==> config.mk <==
export PLATFORM = sky130hd
export DESIGN_NAME = exc_arbiter
export DESIGN_NICKNAME = d
export VERILOG_FILES = /design/src/rtl/exc_pkg.sv /design/src/rtl/irq_sync.sv /design/src/rtl/exc_arbiter.sv
export SDC_FILE = /design/constraint.sdc
export NUM_CORES = 1
export LEC_CHECK = 0
export ABC_AREA = 1
export CAP_MARGIN = 20
export CORE_UTILIZATION = 55
export CTS_CLUSTER_SIZE = 12
export DETAILED_ROUTE_END_ITERATION = 12
export DONT_BUFFER_PORTS = 1
export PLACE_DENSITY = 0.7
export SYNTH_ARGS = -nofsm -noshare
export SYNTH_HDL_FRONTEND = slang
export SYNTH_SLANG_ARGS = --single-unit
export TNS_END_PERCENT = 10
==> constraint.sdc <==
create_clock -name clk -period 1.4 [get_ports clk]
set_clock_uncertainty 0.2 [all_clocks]
set_input_delay 0.21 -clock clk [delete_from_list [all_inputs] [get_ports clk]]
set_output_delay 0.21 -clock clk [all_outputs]
set_load 0.1 [all_outputs]
==> src/rtl/exc_pkg.sv <==
// Shared types and ExcCodes for the exception/interrupt arbiter.
package exc_pkg;

  localparam int unsigned EXC_W = 5;
  localparam int unsigned ID_W  = 3;

  localparam logic [EXC_W-1:0] EXC_INT = 5'd0;
  localparam logic [EXC_W-1:0] EXC_SYS = 5'd8;
  localparam logic [EXC_W-1:0] EXC_BP  = 5'd9;
  localparam logic [EXC_W-1:0] EXC_TR  = 5'd13;

  typedef enum logic [1:0] {S_IDLE, S_ISSUE, S_WAIT} state_e;

  typedef enum logic [2:0] {EV_SYS, EV_BP, EV_TR, EV_ERET, EV_INT} ev_kind_e;

  // Event latched at arbitration and held until the window closes
  typedef struct packed {
    ev_kind_e         kind;
    logic [EXC_W-1:0] cause;
    logic [ID_W-1:0]  id;
  } evt_t;

endpackage

==> src/rtl/irq_sync.sv <==
// Per-line 2-flop synchroniser followed by a single-cycle rising-edge detector.
module irq_sync #(
  parameter int unsigned W = 6
) (
  input  logic         clk,
  input  logic         reset,
  input  logic [W-1:0] din,
  output logic [W-1:0] rise
);

  logic [W-1:0] s1_q, s2_q, hist_q;

  always_ff @(posedge clk) begin
    if (!reset) begin
      s1_q   <= '0;
      s2_q   <= '0;
      hist_q <= '0;
    end else begin
      s1_q   <= din;
      s2_q   <= s1_q;
      hist_q <= s2_q;
    end
  end

  assign rise = s2_q & ~hist_q;

endmodule

==> src/rtl/exc_arbiter.sv <==
// Picks one exception/eret/interrupt per window and drives CP0 with single-cycle pulses.
module exc_arbiter
  import exc_pkg::*;
#(
  parameter int unsigned N_IRQ = 6
) (
  input  logic             clk,
  input  logic             reset,
  input  logic             syscall_req,
  input  logic             break_req,
  input  logic             trap_req,
  input  logic             eret_req,
  input  logic             int_enable,
  input  logic [N_IRQ-1:0] irq,
  input  logic [N_IRQ-1:0] irq_mask,
  input  logic             ans_exception,
  output logic             exception,
  output logic             eret,
  output logic [EXC_W-1:0] cause,
  output logic [ID_W-1:0]  irq_id,
  output logic             stall,
  output logic             exc_dropped
);

  state_e           state_q, state_d;
  evt_t             evt_q, evt_d, win;
  logic [N_IRQ-1:0] pending_q, pending_d, rise, eligible, clr_mask;
  logic             irq_ok, any_event;
  logic             exception_d, eret_d, dropped_d;

  irq_sync #(.W(N_IRQ)) u_irq_sync (
    .clk   (clk),
    .reset (reset),
    .din   (irq),
    .rise  (rise)
  );

  assign eligible  = pending_q & irq_mask;
  assign irq_ok    = int_enable && (|eligible);
  assign any_event = syscall_req || break_req || trap_req || eret_req || irq_ok;
  assign clr_mask  = N_IRQ'(1) << evt_q.id;

  // Fixed-priority winner; the downward scan leaves the lowest eligible line
  always_comb begin
    win = '{kind: EV_INT, cause: EXC_INT, id: '0};
    for (int i = int'(N_IRQ) - 1; i >= 0; i--) begin
      if (eligible[i]) win.id = ID_W'(i);
    end
    if (syscall_req)    win = '{kind: EV_SYS,  cause: EXC_SYS, id: '0};
    else if (break_req) win = '{kind: EV_BP,   cause: EXC_BP,  id: '0};
    else if (trap_req)  win = '{kind: EV_TR,   cause: EXC_TR,  id: '0};
    else if (eret_req)  win = '{kind: EV_ERET, cause: EXC_INT, id: '0};
  end

  always_ff @(posedge clk) begin
    if (!reset) state_q <= S_IDLE;
    else        state_q <= state_d;
  end

  always_comb begin
    state_d = state_q;
    case (state_q)
      S_IDLE:  if (any_event) state_d = S_ISSUE;
      S_ISSUE: state_d = (evt_q.kind == EV_ERET) ? S_IDLE : S_WAIT;
      S_WAIT:  state_d = S_IDLE;
      default: state_d = S_IDLE;
    endcase
  end

  always_comb begin
    evt_d       = evt_q;
    exception_d = 1'b0;
    eret_d      = 1'b0;
    dropped_d   = 1'b0;
    pending_d   = pending_q | rise;
    case (state_q)
      S_IDLE: begin
        if (any_event) begin
          evt_d       = win;
          exception_d = (win.kind != EV_ERET);
          eret_d      = (win.kind == EV_ERET);
        end
      end
      S_WAIT: begin
        if (evt_q.kind == EV_INT) begin
          if (ans_exception) pending_d = (pending_q & ~clr_mask) | rise;
        end else if (!ans_exception) begin
          dropped_d = 1'b1;
        end
      end
      default: ;
    endcase
  end

  always_ff @(posedge clk) begin
    if (!reset) begin
      evt_q       <= '0;
      pending_q   <= '0;
      exception   <= 1'b0;
      eret        <= 1'b0;
      exc_dropped <= 1'b0;
    end else begin
      evt_q       <= evt_d;
      pending_q   <= pending_d;
      exception   <= exception_d;
      eret        <= eret_d;
      exc_dropped <= dropped_d;
    end
  end

  assign cause  = evt_q.cause;
  assign irq_id = evt_q.id;
  // Combinational so the PC holds in the very cycle a request is seen
  assign stall  = ((state_q == S_IDLE) && any_event) || (state_q == S_ISSUE) || (state_q == S_WAIT);

endmodule

# --- Word-level counts from Yosys, hierarchy flattened ---
# Cells that the tools add are included.
totals:
  ff_bits: 40
  input_bits: 20
  output_inout_bits: 12
op_classes:
  n_eq_ne: 7
  shift: 1
  n_mux: 17
  bitwise_logic: 9
  n_reduce_logical: 13
op_table:
  columns: ["op", "n"]
  rows:
  - ["11-bit 2-to-1 mux", 4]
  - ["6-bit bitwise AND", 3]
  - ["3-bit 2-to-1 mux", 6]
  - ["6-bit 2-to-1 mux", 3]
  - ["6-bit NOT", 2]
  - ["6-bit bitwise OR", 2]
  - ["3-bit by 2-bit == test with 1-bit output, second input constant", 2]
  - ["1-bit logical OR", 6]
  - ["6-bit OR reduction", 1]
  - ["1-bit by 3-bit left shift with 6-bit output, first input constant", 1]
  - ["2-bit 2-to-1 mux", 2]
  - ["2-bit case mux with 2 select lines", 1]
  - ["3-bit == test, second input constant", 1]
  - ["3-bit by 2-bit inequality test with 1-bit output, second input constant", 1]
  - ["3-bit AND reduction", 1]
  - ["3-bit OR reduction", 1]
  - ["2-bit by 1-bit == test with 1-bit output, second input constant", 1]
  - ["2-bit == test, second input constant", 1]
  - ["1-bit logical AND", 2]
  - ["2-bit logical NOT", 1]
  - ["2-bit inequality test, second input constant", 1]
  - ["1-bit NOT", 2]
  - ["2-bit AND reduction", 1]
  - ["1-bit 2-to-1 mux", 1]

# --- Logic depth before layout (Yosys ltp) ---
# Gate-level depths: netlist of run 1.
depth:
  depth_word: 12
  mapped_depth: 9
  ltp_nobuf: 9

# --- Modules after synthesis ---
# From an unflattened synthesis of run 1, not the netlist that was laid out.
unflattened:
  hier_cells: 200
  area_unflattened_um2: 1669.1
modules_own_cells:
  columns: ["mod", "n_inst", "cells_each", "area_per_inst_um2"]
  rows:
  - ["exc_arbiter", 1, 132, 1094.8]
  - ["irq_sync", 1, 68, 574.3]

# --- Worst setup path before layout of run 1 ---
# Ideal clock, no wire load.
synth_path:
  path_type: "register to output"
  from: "reg pending_q[2]"
  to: "out stall"
  arrival_ns: 1.610
  required_time_ns: 0.990
  slack_ns: -0.620
  stages_incl_launch_ff: 8
  path_buffers: 1
  path_cell_list: "dfxtp_1 nand2_1 nand2_1 nor2_4 nand3_4 nand2_4 buf_12 nand3_1"
synth_between:
  elab_chain_cells: 7
synth_lines:
  columns: ["item", "line", "rtl"]
  rows:
  - ["from (decl)", "exc_arbiter.sv:27", "logic [N_IRQ-1:0] pending_q, pending_d, rise, eligible, clr_mask;"]
  - ["from (signal assigned)", "exc_arbiter.sv:104", "pending_q <= pending_d;"]
  - ["6-bit bitwise AND", "exc_arbiter.sv:38", "assign eligible = pending_q & irq_mask;"]
  - ["6-bit OR reduction", "exc_arbiter.sv:39", "assign irq_ok = int_enable && (|eligible);"]
  - ["1-bit logical AND", "exc_arbiter.sv:39", null]
  - ["1-bit logical OR", "exc_arbiter.sv:40", "assign any_event = syscall_req || break_req || trap_req || eret_req || irq_ok;"]
  - ["1-bit logical AND", "exc_arbiter.sv:114", "assign stall = ((state_q == S_IDLE) && any_event) || (state_q == S_ISSUE) || (state_q == S_WAIT);"]
  - ["1-bit logical OR (2 in a row)", "exc_arbiter.sv:114", null]
  - ["to (decl)", "exc_arbiter.sv:21", "output logic stall,"]
# No other way between the ends.

# --- Worst setup path after layout of run 1 ---
layout_path:
  from: "reg pending_q[0]"
  to: "out stall"
# The elaborated chain is that of the path after synthesis.

==> impl_metrics.ini, run 1 <==
[detailed_routing]
drtPass1Iterations = 4
avgViaCountPerCell = 5.29
antenna_left = 0
wire_per_inst_um = 15.0
drt-total-wl_um = 4090
num_vias = 1445
drt_iter0_drc = 61
drcViolationCount = 0

[clocking]
cts_buffers = 5
clk_latency_ps = 360
htreeDepth = 2
cts_tree = built
cts-root-buf = clkbuf_4
clkTransAtPathRegs_ps = 130
cts.sinks = 38
cts_buffer_depth = 2

[placed_design]
dp.cells = 232
gpl.final_weighted_congestion = 0.761
dp_hpwl_um = 2100
io_buffers = 0

[yosys]
synth-edff-count = 0
avgSynthCellArea_um2 = 8.03
ys_types = 31
synth.top_cell.area_share_pct = 48.6
synth-seq-area-share_pct = 48.6
synth_top_area_cell = dfxtp_1
ys_ff_latch = 38
synth_area_mm2 = 0.00157
yosysMostFrequentCell = nand2_1
synthCells = 195
synth_flop_cell = dfxtp_1
synthTopCellsByArea = dfxtp_1 49%, nand2_1 11%, inv_1 7.2%, buf_4 3.8%, nor2_1 3.6%
yosys_warnings = 0
async_flop_share_pct = 0
synthTopCellsByCount = 45 x nand2_1, 38 x dfxtp_1, 30 x inv_1

[global_route]
overflow = 0
antenna_found_initial = 0
grt_use_total_pct = 26.2
grt_pass1_wl_um = 6130
grt_max_degree = 20
grt_pass1_vias = 1463

[finish]
num-nets-final = 262
stdcell_count = 273
drive_gt1_share_pct = 34.2
diodes = 0
syn_to_final_growth_pct = 44.4

[floorplan]
die_x_um = 55.4
ios = 32
dieArea_mm2 = 0.00307
coreArea_mm2 = 0.00259
initial_core_util_pct = 60.5
rows = 18
die_h_um = 55.4

[timing]
fin_ws_ps = -395
min_period_over_period_pct = 128
max_freq_mhz = 557
rsz0062_at_grt = true
setup_tns_ps = -1360
hold_viol_final = 1
slew_viol_final = 0
whs_ps = -12.9
finalSetupViolations = 13
min_period_ps = 1790

[critical_path]
crit_chain = nand2_2, nand2_4, nor2_4, nand3_4, nand2_4, nand3_4, buf_12
crit_path_end_kind = primary output
critPathKind = flip-flop to primary output
cp.arrival_ps = 1380
startpoint_type = flip-flop
slowest_stage = dfxtp_1
cpPeakStageDelay_ps = 350
path_max_fanout = 3
cp.required_ps = 990

[power_and_ir_drop]
finalPower_uw = 2960
leakage_uw = 0.00107
ir_drop_mv = 1.58
pwr_density_cell_mw_per_mm2 = 1310

[run_status]
outcome = finished with violations
violations = negative hold slack, negative setup slack

[min_path]
holdCritPathClass = input port to flip-flop

[flow_run]
drv_cap = 0
==> placed cells by master (no fill, tap or decap), drive strengths merged <==
master       count
nor2            22
or2              2
conb             2
dlygate4sd3     23
a311oi           1
o21ai           11
clkbuf           7
nand4            2
nand3           12
a21oi            6
inv             31
nand2           46
nor3             4
nor3b            2
dfxtp           38
a2111oi          1
clkinv           1
clkinvlp         1
nor4             1
o22ai            1
bufinv           2
buf             27
==> metrics by stage <==
| step | utilization [%] | area (um2) | setup WS (ps) |
|---|---|---|---|
| floorplan | - | 1590 | -130 |
| global placement | 67.6 | 1750 | 5.82 |
| detailed placement | 67.6 | 1750 | -17.5 |
| CTS | 85.5 | 2210 | -406 |
| global route | 87.3 | 2260 | -452 |
| finish | 87.3 | 2260 | -395 |
==> metal layers <==
| layer | GRT usage (%) | wire length [um] |
|---|---|---|
| met1 | 25.3 | 1560 |
| met5 | 0 | 0 |
| met2 | 49.1 | 2200 |
| met3 | 8.90 | 220 |
| met4 | 12.5 | 119 |
==> where the power goes <==
group | switching [uW] | internal [uW] | leakage [uW] | total, uW
clock | 379 | 605 | 0.0000585 | 984
sequential | 59.7 | 1160 | 0.000316 | 1220
combinational | 482 | 281 | 0.000697 | 763
==> critical path: cells and delay by family, from the launching register on <==
kind / cells / cell delay (ps)
buffers and inverters: 1 / 170
and+or+nand+nor: 6 / 510
DFF: 1 / 350
==> kinds of logic after synthesis <==
group / count (synthesis) / synth area share (%)
compound gates: 20 / 8.15
buf+inv: 45 / 14.5
flops: 38 / 48.6
other cells: 1 / 0.239
simple gates: 91 / 28.5
==> registers in the layout, indices dropped and copies added, names as in the netlist <==
| register | count |
|---|---|
| u_irq_sync.s1_q | 6 |
| exception | 1 |
| irq_id | 3 |
| evt_q | 3 |
| pending_q | 6 |
| eret | 1 |
| state_q | 2 |
| exc_dropped | 1 |
| u_irq_sync.s2_q | 6 |
| cause | 3 |
| u_irq_sync.hist_q | 6 |
==> what timing repair did <==
item / in CTS / in global routing
hold endpoints to repair: 37 / 0
buffers inserted: 7 / 1
setup endpoints to repair: 9 / 28
hold buffers: 25 / 0
gates resized for setup: 14 / 20
pin swaps: 3 / 9
==> final timing paths <==
kind | startpoint | to | slack [ps] | cells after the start
setup / recovery | pending_q[0] | stall | -390 | 7
hold / removal | irq_mask[1] | irq_id[0] | -10 | 6
setup reg to reg | pending_q[2] | irq_id[0] | -350 | 13
hold reg to reg | u_irq_sync.hist_q[0] | pending_q[0] | 210 | 1
==> cell type report <==
| type | count | area (um2) |
|---|---|---|
| inverter | 33 | 131 |
| fill | 136 | 328 |
| clock buffer | 6 | 51.3 |
| multi-input combinational | 113 | 646 |
| tap | 30 | 37.5 |
| sequential | 38 | 771 |
| clock inverter | 2 | 60.1 |
| timing repair buffer | 51 | 566 |
Note: power is estimated with default switching activity, not from simulation.
==> inputs of run 2 (changes only) <==
--- a/config.mk
+++ b/config.mk
@@ -7,11 +7,10 @@
 export LEC_CHECK = 0
 export ABC_AREA = 1
 export CAP_MARGIN = 20
-export CORE_UTILIZATION = 55
-export CTS_CLUSTER_SIZE = 12
+export CORE_UTILIZATION = 40
 export DETAILED_ROUTE_END_ITERATION = 12
 export DONT_BUFFER_PORTS = 1
-export PLACE_DENSITY = 0.7
+export PLACE_DENSITY = 0.54
 export SYNTH_ARGS = -nofsm -noshare
 export SYNTH_HDL_FRONTEND = slang
 export SYNTH_SLANG_ARGS = --single-unit
==> impl_metrics.ini, run 2 (synthesis results as in run 1) <==
[run_status]
outcome = finished with violations
violations = negative setup slack

[clocking]
cts_buffers = 5
cts_tree = built
cts.sinks = 38
clkTransAtPathRegs_ps = 80
clk_latency_ps = 290
htreeDepth = 2
cts-root-buf = clkbuf_8
cts_buffer_depth = 2

[floorplan]
ios = 32
dieArea_mm2 = 0.00417
die_h_um = 64.6
die_x_um = 64.6
initial_core_util_pct = 42.2
rows = 22
coreArea_mm2 = 0.00372

[timing]
max_freq_mhz = 587
whs_ps = 8.34
min_period_over_period_pct = 122
min_period_ps = 1700
setup_tns_ps = -518
fin_ws_ps = -303
slew_viol_final = 0
finalSetupViolations = 11
rsz0062_at_grt = true
hold_viol_final = 0

[detailed_routing]
num_vias = 1300
wire_per_inst_um = 11.5
avgViaCountPerCell = 4.59
drt-total-wl_um = 3240
drtPass1Iterations = 4
antenna_left = 0
drt_iter0_drc = 49
drcViolationCount = 0

[critical_path]
slowest_stage = dfxtp_2
cp.required_ps = 990
cpPeakStageDelay_ps = 330
path_max_fanout = 2
crit_path_end_kind = primary output
reg2reg_slack_ps = -40
crit_chain = nand2_2, nand2_2, nor2_4, nand3_4, nand2_4, nand3_4, buf_12
startpoint_type = flip-flop
critPathKind = flip-flop to primary output
startpoint = pending_q[3]
cp.arrival_ps = 1290
reg2reg_from = pending_q[3]

[finish]
final_common_cell = nand2_1
drive_gt1_share_pct = 30.2
nFillCells = 338
mostFrequentLayoutCells = 39 x nand2_1, 30 x dfxtp_1, 29 x inv_1
seqCellArea_um2 = 771
num-nets-final = 254
syn_to_final_growth_pct = 41.7
multiInputGateArea_um2 = 636
diodes = 0
post-route-util_pct = 59.7

[global_route]
grt_max_degree = 25
antenna_found_initial = 0
grt_pass1_wl_um = 5620
grt_use_total_pct = 18.3
grt_pass1_vias = 1247
overflow = 0

[placed_design]
dp_hpwl_um = 2090
io_buffers = 0
gpl.final_weighted_congestion = 0.881
post-place-ws_ps = -25.4

[power_and_ir_drop]
leakage_uw = 0.00105
ir_drop_mv = 0.740
pwr_density_cell_mw_per_mm2 = 1290

[min_path]
min_from = reset
holdCritPathClass = input port to flip-flop

[flow_run]
drv_cap = 0
run 2: routing by layer:
| metal | part of all wire [%] | global-route usage (%) | vias to the layer above | wire length, um |
|---|---|---|---|---|
| li1 | - | - | 669 | - |
| met5 | 0 | 0 | - | 0 |
| met2 | 48 | 30.3 | 40 | 1560 |
| met1 | 41 | 20.3 | 577 | 1340 |
| met4 | 4.1 | 11.1 | 0 | 132 |
| met3 | 6.3 | 5.81 | 14 | 203 |
run 2: worst paths after layout:
check	endpoint	cells after the start
hold / removal	irq_id[1]	3
setup reg to reg	evt_q[9]	9
hold reg to reg	pending_q[5]	1
setup / recovery	stall	7
run 2: per-stage QoR:
stage	cells	instance area [um2]	power, uW
after floorplan	196	1590	1720
after global placement	250	1770	1830
after detailed placement	250	1770	1840
after CTS	283	2180	2870
after global routing	283	2220	3000
final	283	2220	2870
run 2: cell type report:
type | instances | area share (%)
inverter | 33 | 5.75
clock inverter | 3 | 2.03
timing repair buffer | 43 | 23.1
tap | 48 | 2.71
multi-input combinational | 113 | 28.6
clock buffer | 5 | 3.10
sequential | 38 | 34.7
run 2: timing repair:
action | 4_1_cts | 5_1_grt
endpoints found under the hold margin | 34 | 0
endpoints found under the setup margin | 7 | 23
hold buffers | 24 | 0
setup buffers | 1 | 0
pin swaps | 2 | 5
gates resized for setup | 12 | 16
run 2: power breakdown:
| part | internal (uW) | switching (uW) | total [uW] |
|---|---|---|---|
| logic | 272 | 456 | 728 |
| registers | 1160 | 57.4 | 1210 |
| clock network | 530 | 399 | 929 |
run 2: worst max-delay path, delay by kind of cell (launching register included):
kind,cells,cell delay [ps]
simple gates,6,510
flops,1,330
buf+inv,1,170
